`src/rtl/pipe_hazard_ctrl_pkg.sv`:
```
// Shared constants, state codes and control-bundle type for the pipeline hazard/bypass controller.
package pipe_hazard_ctrl_pkg;

    localparam int unsigned FWD_W  = 2;
    localparam int unsigned LCNT_W = 3;

    localparam logic [FWD_W-1:0] FWD_RF  = 2'd0;
    localparam logic [FWD_W-1:0] FWD_WB  = 2'd1;
    localparam logic [FWD_W-1:0] FWD_MEM = 2'd2;

    typedef enum logic [1:0] {
        HZ_IDLE    = 2'd0,
        HZ_LDSTALL = 2'd1,
        HZ_MWAIT   = 2'd2
    } hz_state_e;

    typedef struct packed {
        logic pc_write;
        logic ifid_write;
        logic ifid_flush;
        logic idex_bubble;
        logic pipe_hold;
    } hz_ctrl_t;

    // Fixed enable patterns for each pipeline action
    localparam hz_ctrl_t CTRL_RUN    = '{pc_write: 1'b1, ifid_write: 1'b1, ifid_flush: 1'b0, idex_bubble: 1'b0, pipe_hold: 1'b0};
    localparam hz_ctrl_t CTRL_RESET  = '{pc_write: 1'b0, ifid_write: 1'b0, ifid_flush: 1'b1, idex_bubble: 1'b1, pipe_hold: 1'b0};
    localparam hz_ctrl_t CTRL_STALL  = '{pc_write: 1'b0, ifid_write: 1'b0, ifid_flush: 1'b0, idex_bubble: 1'b1, pipe_hold: 1'b0};
    localparam hz_ctrl_t CTRL_FREEZE = '{pc_write: 1'b0, ifid_write: 1'b0, ifid_flush: 1'b0, idex_bubble: 1'b0, pipe_hold: 1'b1};
    localparam hz_ctrl_t CTRL_FLUSH  = '{pc_write: 1'b1, ifid_write: 1'b1, ifid_flush: 1'b1, idex_bubble: 1'b1, pipe_hold: 1'b0};

endpackage

```
`src/rtl/pipe_hazard_ctrl_fwd_select.sv`:
```
// Per-operand bypass select: the youngest producer (EX/MEM) wins over MEM/WB; $zero never forwards.
module pipe_hazard_ctrl_fwd_select
    import pipe_hazard_ctrl_pkg::*;
#(
    parameter int unsigned REG_AW = 5
) (
    input  logic [REG_AW-1:0] src,
    input  logic [REG_AW-1:0] mem_rd,
    input  logic              mem_regwrite,
    input  logic [REG_AW-1:0] wb_rd,
    input  logic              wb_regwrite,
    output logic [FWD_W-1:0]  sel
);

    always_comb begin
        sel = FWD_RF;
        if (mem_regwrite && (mem_rd != '0) && (mem_rd == src)) begin
            sel = FWD_MEM;
        end else if (wb_regwrite && (wb_rd != '0) && (wb_rd == src)) begin
            sel = FWD_WB;
        end
    end

endmodule

```
`src/rtl/pipe_hazard_ctrl.sv`:
```
// Hazard/bypass controller across ID/EX/MEM: forwarding, load-use stall, branch flush, memory freeze.
// Optional saturating perf counters are built when HAZ_PERF_CNT_EN is defined.
module pipe_hazard_ctrl
    import pipe_hazard_ctrl_pkg::*;
#(
    parameter int unsigned REG_AW   = 5,
    parameter int unsigned LOAD_LAT = 1,
    parameter int unsigned CNT_W    = 32
) (
    input  logic              clock,
    input  logic              reset,
    input  logic [REG_AW-1:0] id_rs,
    input  logic [REG_AW-1:0] id_rt,
    input  logic              id_uses_rt,
    input  logic [REG_AW-1:0] ex_rs,
    input  logic [REG_AW-1:0] ex_rt,
    input  logic [REG_AW-1:0] ex_rd,
    input  logic              ex_memread,
    input  logic [REG_AW-1:0] mem_rd,
    input  logic              mem_regwrite,
    input  logic [REG_AW-1:0] wb_rd,
    input  logic              wb_regwrite,
    input  logic              branch_taken,
    input  logic              dmem_req,
    input  logic              dmem_ready,
    output logic [FWD_W-1:0]  fwd_a,
    output logic [FWD_W-1:0]  fwd_b,
    output logic              pc_write,
    output logic              ifid_write,
    output logic              ifid_flush,
    output logic              idex_bubble,
    output logic              pipe_hold,
    output logic [CNT_W-1:0]  stall_cnt,
    output logic [CNT_W-1:0]  freeze_cnt
);

    hz_state_e         state, state_nxt;
    logic [LCNT_W-1:0] lcnt, lcnt_nxt;
    hz_ctrl_t          ctrl;
    logic [FWD_W-1:0]  sel_a, sel_b;
    logic              luse, mwait_req;

    pipe_hazard_ctrl_fwd_select #(.REG_AW(REG_AW)) u_fwd_a (
        .src(ex_rs), .mem_rd(mem_rd), .mem_regwrite(mem_regwrite),
        .wb_rd(wb_rd), .wb_regwrite(wb_regwrite), .sel(sel_a)
    );

    pipe_hazard_ctrl_fwd_select #(.REG_AW(REG_AW)) u_fwd_b (
        .src(ex_rt), .mem_rd(mem_rd), .mem_regwrite(mem_regwrite),
        .wb_rd(wb_rd), .wb_regwrite(wb_regwrite), .sel(sel_b)
    );

    assign fwd_a = reset ? FWD_RF : sel_a;
    assign fwd_b = reset ? FWD_RF : sel_b;

    assign luse = ex_memread && (ex_rd != '0) &&
                  ((ex_rd == id_rs) || (id_uses_rt && (ex_rd == id_rt)));
    assign mwait_req = dmem_req && !dmem_ready;

    always_ff @(posedge clock) begin
        if (reset) begin
            state <= HZ_IDLE;
            lcnt  <= '0;
        end else begin
            state <= state_nxt;
            lcnt  <= lcnt_nxt;
        end
    end

    // Priority in every state: memory wait, then branch flush, then load-use.
    // lcnt survives a freeze so an interrupted load-use stall resumes afterwards.
    always_comb begin
        state_nxt = state;
        lcnt_nxt  = lcnt;
        ctrl      = CTRL_RUN;
        if (reset) begin
            ctrl      = CTRL_RESET;
            state_nxt = HZ_IDLE;
            lcnt_nxt  = '0;
        end else begin
            case (state)
                HZ_IDLE: begin
                    if (mwait_req) begin
                        ctrl      = CTRL_FREEZE;
                        state_nxt = HZ_MWAIT;
                    end else if (branch_taken) begin
                        ctrl = CTRL_FLUSH;
                    end else if (luse) begin
                        ctrl = CTRL_STALL;
                        if (LOAD_LAT > 1) begin
                            state_nxt = HZ_LDSTALL;
                            lcnt_nxt  = LCNT_W'(LOAD_LAT - 1);
                        end
                    end
                end
                HZ_LDSTALL: begin
                    if (mwait_req) begin
                        ctrl      = CTRL_FREEZE;
                        state_nxt = HZ_MWAIT;
                    end else if (branch_taken) begin
                        ctrl      = CTRL_FLUSH;
                        state_nxt = HZ_IDLE;
                        lcnt_nxt  = '0;
                    end else begin
                        ctrl = CTRL_STALL;
                        if (lcnt <= LCNT_W'(1)) begin
                            state_nxt = HZ_IDLE;
                            lcnt_nxt  = '0;
                        end else begin
                            lcnt_nxt = lcnt - LCNT_W'(1);
                        end
                    end
                end
                HZ_MWAIT: begin
                    ctrl = CTRL_FREEZE;
                    if (!mwait_req) begin
                        if (lcnt > LCNT_W'(1)) begin
                            state_nxt = HZ_LDSTALL;
                        end else begin
                            state_nxt = HZ_IDLE;
                            lcnt_nxt  = '0;
                        end
                    end
                end
                default: begin
                    state_nxt = HZ_IDLE;
                    lcnt_nxt  = '0;
                end
            endcase
        end
    end

    assign pc_write    = ctrl.pc_write;
    assign ifid_write  = ctrl.ifid_write;
    assign ifid_flush  = ctrl.ifid_flush;
    assign idex_bubble = ctrl.idex_bubble;
    assign pipe_hold   = ctrl.pipe_hold;

`ifdef HAZ_PERF_CNT_EN
    logic [CNT_W-1:0] stall_q, freeze_q;

    // Saturating event counters for load-use stall and memory-freeze cycles
    always_ff @(posedge clock) begin
        if (reset) begin
            stall_q  <= '0;
            freeze_q <= '0;
        end else begin
            if ((ctrl == CTRL_STALL) && (stall_q != '1)) begin
                stall_q <= stall_q + CNT_W'(1);
            end
            if ((ctrl == CTRL_FREEZE) && (freeze_q != '1)) begin
                freeze_q <= freeze_q + CNT_W'(1);
            end
        end
    end

    assign stall_cnt  = stall_q;
    assign freeze_cnt = freeze_q;
`else
    assign stall_cnt  = '0;
    assign freeze_cnt = '0;
`endif

endmodule
```
`config.mk`:
```
export PLATFORM = sky130hd
export DESIGN_NAME = pipe_hazard_ctrl
export DESIGN_NICKNAME = d
export VERILOG_FILES = /design/src/rtl/pipe_hazard_ctrl_pkg.sv /design/src/rtl/pipe_hazard_ctrl_fwd_select.sv /design/src/rtl/pipe_hazard_ctrl.sv
export SDC_FILE = /design/constraint.sdc
export NUM_CORES = 1
export LEC_CHECK = 0
export ABC_AREA = 1
export CAP_MARGIN = 20
export CORE_MARGIN = 10
export CORE_UTILIZATION = 35
export DETAILED_ROUTE_END_ITERATION = 16
export HOLD_SLACK_MARGIN = 0.03
export PLACE_DENSITY = 0.83
export SLEW_MARGIN = 20
export SYNTH_ARGS = -nofsm -noshare
export SYNTH_HDL_FRONTEND = slang
export SYNTH_HIERARCHICAL = 1
export SYNTH_SLANG_ARGS = --single-unit
```
`constraint.sdc`:
```
create_clock -name clock -period 1.23 [get_ports clock]
set_input_delay 0.1845 -clock clock [delete_from_list [all_inputs] [get_ports clock]]
set_output_delay 0.1845 -clock clock [all_outputs]
set_load 0.005 [all_outputs]
```
# [Word-level counts from Yosys, hierarchy flattened]
# Cells that the tools add are included.
[word_totals] reg_bits=5 output_inout_bits=73 wordCells=63
[classes] add_sub_neg=1 n_lt_le_gt_ge=2 eq_ne=13 muxes=26 bitwise_logic=1 n_reduce_logical=18
[op_table] cell="5-bit == test" count=6
[op_table] cell="5-bit 2-to-1 mux" count=6
[op_table] cell="2-bit 2-to-1 mux" count=9
[op_table] cell="3-bit 2-to-1 mux" count=5
[op_table] cell="5-bit one-hot mux with 3 select lines" count=1
[op_table] cell="5-bit nonzero test" count=3
[op_table] cell="1-bit logical AND" count=10
[op_table] cell="3-bit one-hot mux with 3 select lines" count=1
[op_table] cell="2-bit inequality test (second input constant)" count=4
[op_table] cell="2-bit one-hot mux with 3 select lines" count=1
[op_table] cell="4-bit inequality test (second input constant)" count=1
[op_table] cell="4-bit AND reduction" count=1
[op_table] cell="3-bit by 1-bit > comparator with 1-bit output (second input constant)" count=1
[op_table] cell="3-bit by 1-bit <= comparator with 1-bit output (second input constant)" count=1
[op_table] cell="1-bit 2-to-1 mux" count=3
[op_table] cell="3-bit AND reduction" count=1
[op_table] cell="3-bit by 1-bit subtractor with 3-bit output (second input constant)" count=1
[op_table] cell="2-bit by 1-bit == test with 1-bit output (second input constant)" count=1
[op_table] cell="2-bit == test (second input constant)" count=1
[op_table] cell="2-bit zero test" count=1
[op_table] cell="1-bit zero test" count=1
[op_table] cell="1-bit logical OR" count=1
[op_table] cell="1-bit NOT" count=1

# [Depth between registers and ports, before layout]
[logic_depth] depth_word=9 ltp_mapped=10 mapped_depth_nobuf=10

# [By module]
# Netlist, hierarchy kept.
[modules_own_cells] mod="pipe_hazard_ctrl" n_inst=1 cells_per_inst=181 area_each_um2=1101.1
[modules_own_cells] mod="pipe_hazard_ctrl_fwd_select" n_inst=2 cells_per_inst=50 area_each_um2=214.0

# [Worst setup path after synthesis]
# No wires, ideal clock.
[synth_path] kind="register to output" start="register state[1]" end="output port pc_write" arrival_ps=984 required_ps=1046 slack_ps=61 path_stages_with_launch=6 path_buffers=1 cell_sequence="dfxtp_1 inv_2 a21oi_1 inv_1 a21oi_1 buf_4"
[synth_via] elab_chain_cells=3
[synth_lines] element="from (decl)" line_no="pipe_hazard_ctrl.sv:37" text="hz_state_e state, state_nxt;"
[synth_lines] element="from (signal assigned)" line_no="pipe_hazard_ctrl.sv:65" text="state <= state_nxt;"
[synth_lines] element="2-bit == test, or another cell as far along" line_no="pipe_hazard_ctrl.sv:81" text="case (state)"
[synth_lines] element="5-bit one-hot mux with 3 select lines *" line_no="pipe_hazard_ctrl.sv:81"
[synth_lines] element="5-bit 2-to-1 mux *" line_no="pipe_hazard_ctrl.sv:76" text="if (reset) begin"
[synth_lines] element="to (decl)" line_no="pipe_hazard_ctrl.sv:28" text="output logic pc_write,"
# Mark *: on every way between the ends. The rest lies on a longest branch, timed or not.

# [Worst setup path after layout]
[layout_path] start="register state[1]" end="output port pipe_hold"
[layout_via] elab_chain_cells=3
[layout_lines] element="2-bit == test, or another cell as far along" line_no="pipe_hazard_ctrl.sv:81"
[layout_lines] element="5-bit one-hot mux with 3 select lines *" line_no="pipe_hazard_ctrl.sv:81"
[layout_lines] element="5-bit 2-to-1 mux *" line_no="pipe_hazard_ctrl.sv:76"
[layout_lines] element="to (decl)" line_no="pipe_hazard_ctrl.sv:32" text="output logic pipe_hold,"
# Marks and branches as above.

==> impl_summary.txt <==
----------------------------------------------------
[Final layout]
  Filler instances ... 416
  Post-layout net count ... just under 400
  Area growth syn-to-layout ... 41.8%
  Area used by multi-input combinational logic ... 0.00114 sq mm
  Antenna diodes ... 0
  Fraction of final layout cells sized beyond drive strength 1 ... 0.420
  Final design instance area without fill ... around 0.0022 sq mm
  Flip-flop and latch area ... 103 sq um

[Place]
  Worst slack at placement ... -0.875 ns
  Input/output buffers ... 52
  Final HPWL from detailed placement ... 3860 um
  Placement Cell Area ... 0.00197 sq mm
  Global placer's final weighted congestion ... 0.874

[Synth]
  Cell types occupying the most area after synthesis ... buf_4, nand2_1, inv_1
  Dominant register cell in the synthesized netlist ... dfxtp_1
  Number of enable-type register cells in the synthesized netlist ... 0
  Synth Instances ... 281
  Asr flop ratio synth ... 0
  Area of the mapped netlist ... between 0.0015 and 0.002 sq mm
  Avg Inst Size Synth ... ~5.4 sq um
  Unique masters post-synth ... 23
  Register area share after synthesis ... 0.0655
  Top cells by instance count after synthesis ... nand2_1, buf_4, inv_1
  Area share of the largest cell type after synthesis ... 0.319
  Leading cell type by number of instances after synthesis ... nand2_1
  Register bit total from synthesis ... 5
  Number of synthesis warnings ... 6
  Dominant cell type by area after synthesis ... buf_4

[Drt]
  Routed wirelength normalized by instance count ... 11.6 um
  DR pass1 iterations ... 4
  Wirelength, routed ... 4680 um
  Vias per std cell ... between 4 and 5
  Vias after detailed routing ... 1,623
  Drt first-iter violations ... 33
  Remaining routing DRC violations ... 0
  Antenna Nets Post-Route ... 0

[Global routing]
  Via count of the first global-routing pass ... about 1,700
  GRT overflow ... 0
  Antenna violations before repair ... 0
  Gr usage total ... 0.115
  Wire length of the first global-routing pass ... roughly 7400 um
  Largest net degree at the start of global routing ... 7

[CTS]
  Clock tree sinks ... 5
  Number of H-tree branching levels ... 1
  Number of CTS-inserted buffers ... 3
  Clock tree from TritonCTS ... built
  Clock Tree Buf Depth ... 2
  CTS Hold Buffers Added ... 0
  Clock root buffer master ... clkbuf_8
  Latest clock arrival within the worst-skew pair ... 0.22 ns
  Clock-pin slew reported for the worst setup and hold paths after clock tree synthesis ... 0.03 ns

[Timing]
  Hold violation total from the final report ... 0
  Layout Skew ... between 0.006 and 0.007 ns
  Final setup violation count ... 3
  Setup total negative slack ... -0.0594 ns
  Fin. max-slew vios ... 0
  Post-layout worst setup margin ... -0.0311 ns
  Hold_ws ... 0.362 ns
  Setup repair after global routing missed its margin ... yes
  Fmax ... ~800 MHz
  Final period utilization ... 1.03
  Final critical path time including I/O delays and setup ... 1.26 ns

[Critical path]
  Maximum single-stage delay on the critical path ... 0.35 ns
  Startpoint Class ... flip-flop
  Worst path cell trace ... inv_2 -> buf_4 -> o21ai_2 -> nor2_1 -> buf_2
  Arrival @ worst endpoint ... 1.08 ns
  Reg2Reg Depth ... 8
  Critical path class ... flip-flop to primary output
  Worst EP required ... ~1.1 ns
  Worst-path fanout max ... 4
  Element type at the critical path end ... primary output
  Slowest cell on the critical path ... dfxtp_2

[Pwr]
  Cell area power density ... 486 mW/mm^2
  Leakage power of the design ... 0.00123 uW
  Power, Total ... 1050 uW
  Worst IR Drop VDD ... approximately 0.0003 V

[Min path]
  Tightest Hold Check Type ... input pin to flip-flop
  Depth of the worst hold-timing path ... 3

[Floorplanning]
  Number of placement rows ... 23
  Die area ... 0.00741 sq mm
  Number of primary I/O pins ... 117
  Die height ... 86.1 um
  Die Width ... 86.1 um
  Area of the core region ... around 0.0041 sq mm
  Effective utilization at floorplan ... 0.372

[Job]
  Number of maximum-capacitance violations ... 0

[Run status]
  Status ... finished, violations left
  Violated checks ... negative setup slack

----------------------------------------------------
## state kept, by name (all words and copies together), names as in the netlist
name	count
lcnt	3
state	2
## where the power goes
group	internal, uW	total [uW]	switching (uW)
registers	170	175	4.66
clock network	223	306	83.0
logic	261	573	311
## placed cells by master (no fill, tap or decap), types with 11 or more instances in the layout
| cell type | n |
|---|---|
| buf_6 | 17 |
| nand2_1 | 57 |
| nand2_2 | 20 |
| nor2_1 | 20 |
| buf_4 | 18 |
| nand3_1 | 11 |
| conb_1 | 64 |
| inv_2 | 21 |
| inv_1 | 26 |
| buf_2 | 19 |
## layout make-up
type | instances | area share
Multi-Input combinational cell | 221 | 0.524
Timing Repair Buffer | 69 | 0.280
Sequential cell | 5 | 0.0473
Inverter | 53 | 0.0987
Clock buffer | 4 | 0.0208
Tap cell | 50 | 0.0289
## repair_timing
| action | 4_1_cts | 5_1_grt |
|---|---|---|
| gates resized for setup | 239 | 72 |
| setup buffers | 3 | 0 |
| setup endpoints to repair | 12 | 13 |
| pin swaps | 52 | 46 |
## kinds of logic after synthesis
family                   synth area share
AND/OR/NAND/NOR                     0.372
buffers and inverters               0.451
AO/OA/AOI/OAI                      0.0835
flip-flops                         0.0655
XOR/XNOR                           0.0172
adder cells (fa/ha/maj)           0.00818
other                             0.00245
## layer usage
metal,global-route usage,part of all wire,vias up
li1,-,-,847
met1,0.121,0.37,699
met2,0.215,0.53,73
met3,0.0388,0.099,4
met4,0.0240,0.0030,0
met5,0,0,-
## worst paths after layout
path	start	endpoint	slack, ns
worst min register to register	lcnt[0]$_SDFFE_PP0P_	lcnt[0]$_SDFFE_PP0P_	0.46
worst max register to register	state[1]$_SDFFE_PP0P_	lcnt[1]$_SDFFE_PP0P_	0.05
worst min-delay path	reset	state[0]$_SDFFE_PP0P_	0.36
worst max-delay path	state[1]$_SDFFE_PP0P_	pipe_hold	-0.03
## worst max-delay path, delay by kind of cell, from the launching register on
| family | cells | cell delay, ns |
|---|---|---|
| AO/OA/AOI/OAI | 1 | 0.14 |
| flip-flops | 1 | 0.35 |
| AND/OR/NAND/NOR | 1 | 0.06 |
| buffers and inverters | 3 | 0.32 |
## stage by stage
stage | util | std cells
2_1_floorplan | - | 344
3_3_place_gp | 0.479 | 396
3_5_place_dp | 0.479 | 396
4_1_cts | 0.475 | 402
5_1_grt | 0.527 | 402
6_report | 0.527 | 402
Note: power is estimated with default switching activity, not from simulation.
